`src/rtl/memgame_display_core.sv`:
```
// Output stage of the memorisation game: refresh/blink tick generator, entry-vs-target
// equality checker, and a 4-digit multiplexed active-low 7-segment driver.
module memgame_display_core #(
    parameter int unsigned REFRESH_DIV = 100_000,
    parameter int unsigned BLINK_DIV   = 50_000_000
) (
    input  logic        clk,
    input  logic        rst,
    input  logic        display_phase,
    input  logic [15:0] rand_int,
    input  logic [15:0] user_int,
    input  logic        input_ready,
    output logic        correct,
    output logic        fast_tick,
    output logic        blink,
    output logic [3:0]  an,
    output logic [6:0]  seg
);

    localparam int unsigned RW = (REFRESH_DIV > 1) ? $clog2(REFRESH_DIV) : 1;
    localparam int unsigned BW = (BLINK_DIV > 1) ? $clog2(BLINK_DIV) : 1;
    localparam logic [RW-1:0] REFRESH_LAST = RW'(REFRESH_DIV - 1);
    localparam logic [BW-1:0] BLINK_LAST   = BW'(BLINK_DIV - 1);

    // Display source, listed in decreasing priority.
    localparam logic [1:0] SRC_TARGET = 2'd0;
    localparam logic [1:0] SRC_BLINK  = 2'd1;
    localparam logic [1:0] SRC_DASH   = 2'd2;
    localparam logic [1:0] SRC_ENTRY  = 2'd3;

    localparam logic [6:0] SEG_BLANK = 7'b1111111;
    localparam logic [6:0] SEG_DASH  = 7'b1111110;

    logic [RW-1:0] refresh_cnt_q, refresh_cnt_d;
    logic [BW-1:0] blink_cnt_q, blink_cnt_d;
    logic          blink_q, blink_d;
    logic          fast_tick_q, fast_tick_d;
    logic          correct_q, correct_d;
    logic [1:0]    idx_q, idx_d;
    logic [3:0]    an_q, an_d;
    logic [6:0]    seg_q, seg_d;
    logic [1:0]    src;
    logic [15:0]   value;
    logic [3:0]    nibble;

    function automatic logic [6:0] hex_to_seg(input logic [3:0] h);
        case (h)
            4'h0: hex_to_seg = 7'b0000001;
            4'h1: hex_to_seg = 7'b1001111;
            4'h2: hex_to_seg = 7'b0010010;
            4'h3: hex_to_seg = 7'b0000110;
            4'h4: hex_to_seg = 7'b1001100;
            4'h5: hex_to_seg = 7'b0100100;
            4'h6: hex_to_seg = 7'b0100000;
            4'h7: hex_to_seg = 7'b0001111;
            4'h8: hex_to_seg = 7'b0000000;
            4'h9: hex_to_seg = 7'b0000100;
            4'hA: hex_to_seg = 7'b0001000;
            4'hB: hex_to_seg = 7'b1100000;
            4'hC: hex_to_seg = 7'b0110001;
            4'hD: hex_to_seg = 7'b1000010;
            4'hE: hex_to_seg = 7'b0110000;
            default: hex_to_seg = 7'b0111000;
        endcase
    endfunction

    always_comb begin
        // NOTE: every signal gets a value on every path, so no latch is inferred.
        refresh_cnt_d = (refresh_cnt_q == REFRESH_LAST) ? '0 : refresh_cnt_q + RW'(1);
        fast_tick_d   = (refresh_cnt_q == REFRESH_LAST);
        blink_cnt_d   = (blink_cnt_q == BLINK_LAST) ? '0 : blink_cnt_q + BW'(1);
        blink_d       = (blink_cnt_q == BLINK_LAST) ? ~blink_q : blink_q;
        correct_d     = (user_int == rand_int);
        idx_d         = fast_tick_q ? idx_q + 2'd1 : idx_q;

        if (display_phase)               src = SRC_TARGET;
        else if (input_ready && correct_q) src = SRC_BLINK;
        else if (input_ready)            src = SRC_DASH;
        else                             src = SRC_ENTRY;

        value = (src == SRC_TARGET) ? rand_int : user_int;
        case (idx_q)
            2'd0:    begin an_d = 4'b0111; nibble = value[15:12]; end
            2'd1:    begin an_d = 4'b1011; nibble = value[11:8];  end
            2'd2:    begin an_d = 4'b1101; nibble = value[7:4];   end
            default: begin an_d = 4'b1110; nibble = value[3:0];   end
        endcase

        case (src)
            SRC_BLINK: seg_d = blink_q ? hex_to_seg(nibble) : SEG_BLANK;
            SRC_DASH:  seg_d = SEG_DASH;
            default:   seg_d = hex_to_seg(nibble);
        endcase
    end

    always_ff @(posedge clk) begin
        // NOTE: non-blocking assignments so every register samples pre-edge values.
        if (rst) begin
            refresh_cnt_q <= '0;
            blink_cnt_q   <= '0;
            blink_q       <= 1'b1;
            fast_tick_q   <= 1'b0;
            correct_q     <= 1'b0;
            idx_q         <= 2'd0;
            an_q          <= 4'b1111;
            seg_q         <= SEG_BLANK;
        end else begin
            refresh_cnt_q <= refresh_cnt_d;
            blink_cnt_q   <= blink_cnt_d;
            blink_q       <= blink_d;
            fast_tick_q   <= fast_tick_d;
            correct_q     <= correct_d;
            idx_q         <= idx_d;
            an_q          <= an_d;
            seg_q         <= seg_d;
        end
    end

    assign correct   = correct_q;
    assign fast_tick = fast_tick_q;
    assign blink     = blink_q;
    assign an        = an_q;
    assign seg       = seg_q;

endmodule

```
`config.mk`:
```
export PLATFORM = sky130hd
export DESIGN_NAME = memgame_display_core
export DESIGN_NICKNAME = d
export VERILOG_FILES = /design/src/rtl/memgame_display_core.sv
export SDC_FILE = /design/constraint.sdc
export NUM_CORES = 1
export LEC_CHECK = 0
export ABC_CLOCK_PERIOD_IN_PS = 3100
export BUFFER_PORTS_ARGS = -buffer_cell sky130_fd_sc_hd__buf_2
export CORE_MARGIN = 2
export CORE_UTILIZATION = 40
export CTS_CLUSTER_SIZE = 10
export DETAILED_ROUTE_END_ITERATION = 8
export SLEW_MARGIN = 15
export SYNTH_ARGS = -nofsm -noshare
export SYNTH_HDL_FRONTEND = slang
export SYNTH_SLANG_ARGS = --single-unit
```
`constraint.sdc`:
```
create_clock -name clk -period 3.1 [get_ports clk]
set_input_delay 0.62 -clock clk [delete_from_list [all_inputs] [get_ports clk]]
set_output_delay 0.62 -clock clk [all_outputs]
set_load 0.01 [all_outputs]
```
Yosys cells after proc, flatten, opt, wreduce, memory -nomap -nowiden
Memory sizes are Yosys's and may differ from the RTL's.
Index checks and enable logic that the tools add are counted.
{"block": "classes", "n_div": 0, "muxes": 8, "bitwise": 1, "multipliers": 0, "reduce_logical": 5, "eq_ne": 7, "add_sub_neg": 3, "order_cmp": 0, "shifts": 0}
{"cell": "$add 26x1->26 const B", "n": 1}
{"cell": "$eq 26x26->1 const B", "n": 1}
{"cell": "$pmux 4 s3", "n": 2}
{"cell": "$add 17x1->17 const B", "n": 1}
{"cell": "$eq 17x17->1 const B", "n": 1}
{"cell": "$eq 16x16->1", "n": 1}
{"cell": "$mux 16", "n": 1}
{"cell": "$pmux 7 s2", "n": 1}
{"cell": "$mux 7", "n": 1}
{"cell": "$eq 2x1->1 const B", "n": 2}
{"cell": "$eq 2x2->1 const B", "n": 2}
{"cell": "$logic_not 2->1", "n": 2}
{"cell": "$mux 2", "n": 2}
{"cell": "$reduce_or 2->1", "n": 2}
{"cell": "$add 2x1->2 const B", "n": 1}
{"cell": "$logic_and 1x1->1", "n": 1}
{"cell": "$mux 1", "n": 1}
{"cell": "$not 1->1", "n": 1}
{"block": "totals", "ff_bits": 59, "ram_bits": 0, "input_bits": 36, "rom_bits": 224, "output_inout_bits": 14, "memories": 2, "latch_bits": 0}
{"memory": "(name not given)", "words": 16, "word_bits": 7, "read_ports": 1, "rd_clocked_by_memory_dff": 0, "write_ports": 0, "line": "47", "text": "case (h)"}
{"memory": "(name not given)", "words": 16, "word_bits": 7, "read_ports": 1, "rd_clocked_by_memory_dff": 0, "write_ports": 0, "line": "47"}

Logic depth before layout (Yosys ltp)
An unclocked memory read counts as a cell.
{"block": "depth", "ltp_word": 9, "ltp_mapped": 11, "ltp_nobuf": 10}

Least setup slack after synthesis
No wires, ideal clock.
{"block": "synth_path", "path_type": "reg-to-reg", "start": "register idx_q[0]", "end": "register seg_q[1], in the netlist seg[1]", "stages_incl_launch_ff": 11, "setup_ps": 153, "slack_ps": 921, "required_time_ps": 2947, "t_arrival_ps": 2026, "cell_sequence": "dfxtp_1 > inv_1 > ha_1 > clkbuf_1 > a222oi_1 > nand2_1 > nand3_1 > inv_1 > ha_1 > o211ai_1 > o311ai_0"}
{"block": "synth_via", "elab_chain_len": 5}
{"element": "from (decl)", "line": "39", "text": "logic [1:0] idx_q, idx_d;"}
{"element": "from (signal assigned)", "line": "113", "text": "idx_q <= idx_d;"}
{"element": "$eq 2x2->1, or another cell as far along", "line": "82", "text": "case (idx_q)"}
{"element": "$pmux 4 s3 *", "line": "82"}
{"element": "$mem_v2 16x7"}
{"element": "$mux 7", "line": "90", "text": "SRC_BLINK: seg_d = blink_q ? hex_to_seg(nibble) : SEG_BLANK;"}
{"element": "$pmux 7 s2 *", "line": "89", "text": "case (src)"}
{"element": "to (signal assigned)", "line": "115", "text": "seg_q <= seg_d;"}
{"element": "to (decl)", "line": "41", "text": "logic [6:0] seg_q, seg_d;"}
Every way passes the cells marked *; elsewhere a longest branch is shown, timed or not.
A chain may end at the register's enable or synchronous reset.

Final worst setup path
{"block": "layout_path", "start": "register idx_q[0]", "end": "register seg_q[3], in the netlist seg[3]"}
The elaborated chain is that of the path after synthesis.

==> summary.md <==
| Metric | Value |
|---|---|
| Path depth of the worst reg2reg path | 10 |
| Complex-gate fraction of the synthesized area | 5.05% |
| Start point of the worst min-delay path | refresh_cnt_q[0] |
| TritonCTS clock tree | done |
| Dominant combinational cell family by area after synthesis | simple AND/OR/NAND/NOR gates |
| Vias after detailed routing | 2439 |
| Drt initial violations | 125 |
| Total GRT Usage | 14.9% |
| Final cell count without fillers | 500 |
| Synth area leader | dfxtp_1 |
| Total grt overflow | 0 |
| Max-cap violations | 0 |
| CTS H-tree depth | 3 |
| Post-route cell area | 3530 µm² |
| Die footprint | 8330 µm² |
| Effective utilization at floorplan | 41.5% |
| Largest net degree at the start of global routing | 26 |
| Post-Synthesis Net Count | 396 |
| Post-synthesis async set-or-reset flop share | 0% |
| Placed instance area | roughly 3300 µm² |
| GR peak layer | met2 |
| Netlist area before placement | 3050 µm² |
| Origin of the critical flop-to-flop path | idx_q[0] |
| Post CTS Setup Buffer Count | 0 |
| Vias per cell | 4.88 |
| Number of gates resized after cts | 0 |
| Count of different cell masters after synthesis | 41 |
| Synth Area in XOR/XNOR | between 15 and 20% |
| Clock skew after layout | 0.00771 ns |
| Slew margin rel. | between 60% and 70% |
| Final estimated routing congestion in global placement | 0.933 |
| Fin nets | between 400 and 500 |
| Clock Path Buffers | 2 |
| Worst setup EP type | flip-flop |
| Top_reg_cell synth | dfxtp_1 |
| Endpoints failing setup | 0 |
| Standard-cell rows | 31 |
| Met2 Resource Use GR | 25.1% |
| Cells after Synth | roughly 350 |
| Result of the run | complete, no violations |
| Final Slew Violations | 0 |
| Antenna fix cells | 0 |
| End point of the most critical hold path | refresh_cnt_q[0] |
| Worst setup SP type | flip-flop |
| Total wire length | 6050 µm |
| Die H | 91.3 µm |
| CP peak stage delay | around 0.41 ns |
| Buf/Inv on CP | 2 |
| Placed cells | 484 |
| Total negative setup slack | 0 ns |
| Vias in the first global route | 2361 |
| Worst flop-to-flop path endpoint | seg[3] |
| Clock insertion delay at the later pin of the skew report | 0.33 ns |
| Power density relative to cell area | 455 nW/µm² |
| Wire per inst | 12.1 µm |
| Levels on crit path | 10 |
| Synthesis-stage register bit count | 59 |
| Met1 track demand over resource | between 15 and 20% |
| Met3 capacity usage during global routing | around 4.0% |
| Arrival time worst endpoint | roughly 2.6 ns |
| Slew at the pin closest to its max-slew limit | approximately 0.49 ns |
| Req. time, crit path | 3.30 ns |
| Clock sink count | 59 |
| First-pass DRT Iterations | 5 |
| Die span in x | 91.3 µm |
| Share of post-route cells with drive strength above 1 | 16.7% |
| Post-synthesis adder-cell area fraction | under 10% |
| Yosys warns | 0 |
| Number of hold-slack violations in the final timing report | 0 |
| Root Driver | clkbuf_8 |
| Post-detailed-route count of antenna-violating nets | 0 |
| Number of top-level pins | 50 |
| Final clock period utilization by the worst path | 78.3% |
| Maximum fanout encountered on the critical timing path | 9 |
| Classification of the worst-slack hold path | reg -> reg |
| First-pass GRT wire length | between 10000 and 15000 µm |
| Std-Cell Core Area | 7330 µm² |
| Mean cell area of the mapped netlist | 8.80 µm² |
| Biggest area contributors in the synthesized netlist | dfxtp_1, xor2_1, nor2_1 |
| Share of synthesized area occupied by flip-flops and latches | 38.8% |
| Simple logic cell fraction of the synthesized area | 26.5% |
| R2R Setup Slk | 0.67 ns |
| Worst IR Drop VDD | 0.000334 V |
| Residual DRC | 0 |
| Kind of cell adding the most delay to the critical path | adder cells |
| Area Growth Syn to Fin | 15.8% |
| CP Cell Sequence | inv_1, ha_1, a222oi_1, a22oi_1, nand2_1, inv_1, ha_1, mux2i_1, mux2_2, nand2_1 |
| Number of buffer cells added on primary ports | 49 |
| Detailed-placement wirelength estimate | 4550 µm |
| WS Path Type | reg -> reg |
| Leakage power of the design | between 1 and 1.5 nW |
| Number of buffers inserted by hold repair at cts | 0 |
| Number of enable flip-flop cells after synthesis | 0 |
| Clock transition at the register clock pins on the worst setup and hold paths after CTS | 0.07 ns |
| Maximum clock rate | 412 MHz |
| Antenna violations before repair | 0 |
| WHS Path Cells | 1 |
| Share of cell area taken by muxes after synthesis | 3.33% |
| Final Critical Period | 2.43 ns |
| Total of fill cells in the finished design | 717 |
| Total clock buffers created by CTS | 9 |
| Proportion of netlist area held by the largest area contributor | about 39% |
| Slowest-stage cell, CP | a222oi_1 |
| Setup repair after global routing missed its margin | no |
worst max path at each step:
stage                         from     end  slack (ns)
after floorplan           idx_q[0]  seg[1]        0.92
after global placement    idx_q[0]  seg[1]        0.79
after detailed placement  idx_q[0]  seg[1]        0.68
after CTS                 idx_q[0]  seg[1]        0.69
after global routing      idx_q[0]  seg[0]        0.42
final                     idx_q[0]  seg[3]        0.67
registers in the layout, indices dropped and copies added (netlist names):
name           cells
an                 4
blink              1
blink_cnt_q       26
correct            1
fast_tick          1
idx_q              2
refresh_cnt_q     17
seg                7
metrics by stage:
step	setup WS, ns	utilization, %	hold WS (ns)	power (mW)
6_report	0.674	48.1	0.459	1.60
5_1_grt	0.419	48.1	0.468	1.68
4_1_cts	0.687	48.1	0.464	1.63
3_5_place_dp	0.681	45.5	0.449	0.952
3_3_place_gp	0.788	45.5	0.444	0.952
2_1_floorplan	0.921	-	0.426	0.900
synth_stat cells (all sizes together), types with 7 or more instances:
cell type and count:
and3 7, ha 14, nor2 57, xnor2 17, dfxtp 59, inv 12
xor2 40, mux2i 9, nand4 12, buf 8, nand2 27, nand2b 8
a22oi 7, nand3 28
area by class of cell:
type / instances / area [µm²] / area share, %
clock buffer: 14 / 153 / 4.33
clock inverter: 2 / 35.0 / 0.994
inverter: 12 / 45.0 / 1.28
multi-input combinational: 264 / 1740 / 49.2
sequential: 59 / 1180 / 33.5
tap: 99 / 124 / 3.51
timing repair buffer: 50 / 253 / 7.17
logic make-up after synthesis:
logic type,after synthesis
fa+ha+maj,14
simple gates,162
compound gates,21
xor+xnor,57
flops,59
mux,10
buf+inv,23
routing by layer:
layer	wire, µm	part of all wire (%)
met5	0	0
met4	53	0.88
met3	262	4.3
met2	2880	48
met1	2860	47
layout by cell type, fill, tap and decap left out, types with 2 or more instances in the layout:
cell type and n:
dfxtp_1 59, nand2b_1 8, o311ai_0 2, and4_1 3, a222oi_1 2, ha_1 14, clkbuf_8 10, o211ai_1 2
a21oi_1 2, inv_1 12, nand2_1 27, xnor2_1 17, nor2_1 57, and3_1 7, nand4_1 11, xor2_1 40
nand3_1 28, a22oi_1 7, o21ai_1 2, buf_2 49, nor4_1 4, nor2b_1 5, mux2i_1 9, nor3_1 3
clkbuf_1 4
power breakdown:
part | total, mW | internal, mW | leakage [nW] | switching [mW]
sequential | 0.783 | 0.775 | 0.479 | 0.00782
clock | 0.668 | 0.393 | 0.0947 | 0.275
combinational | 0.154 | 0.0677 | 0.885 | 0.0863
total | 1.60 | 1.24 | 1.46 | 0.369
Note: power is estimated with default switching activity, not from simulation.
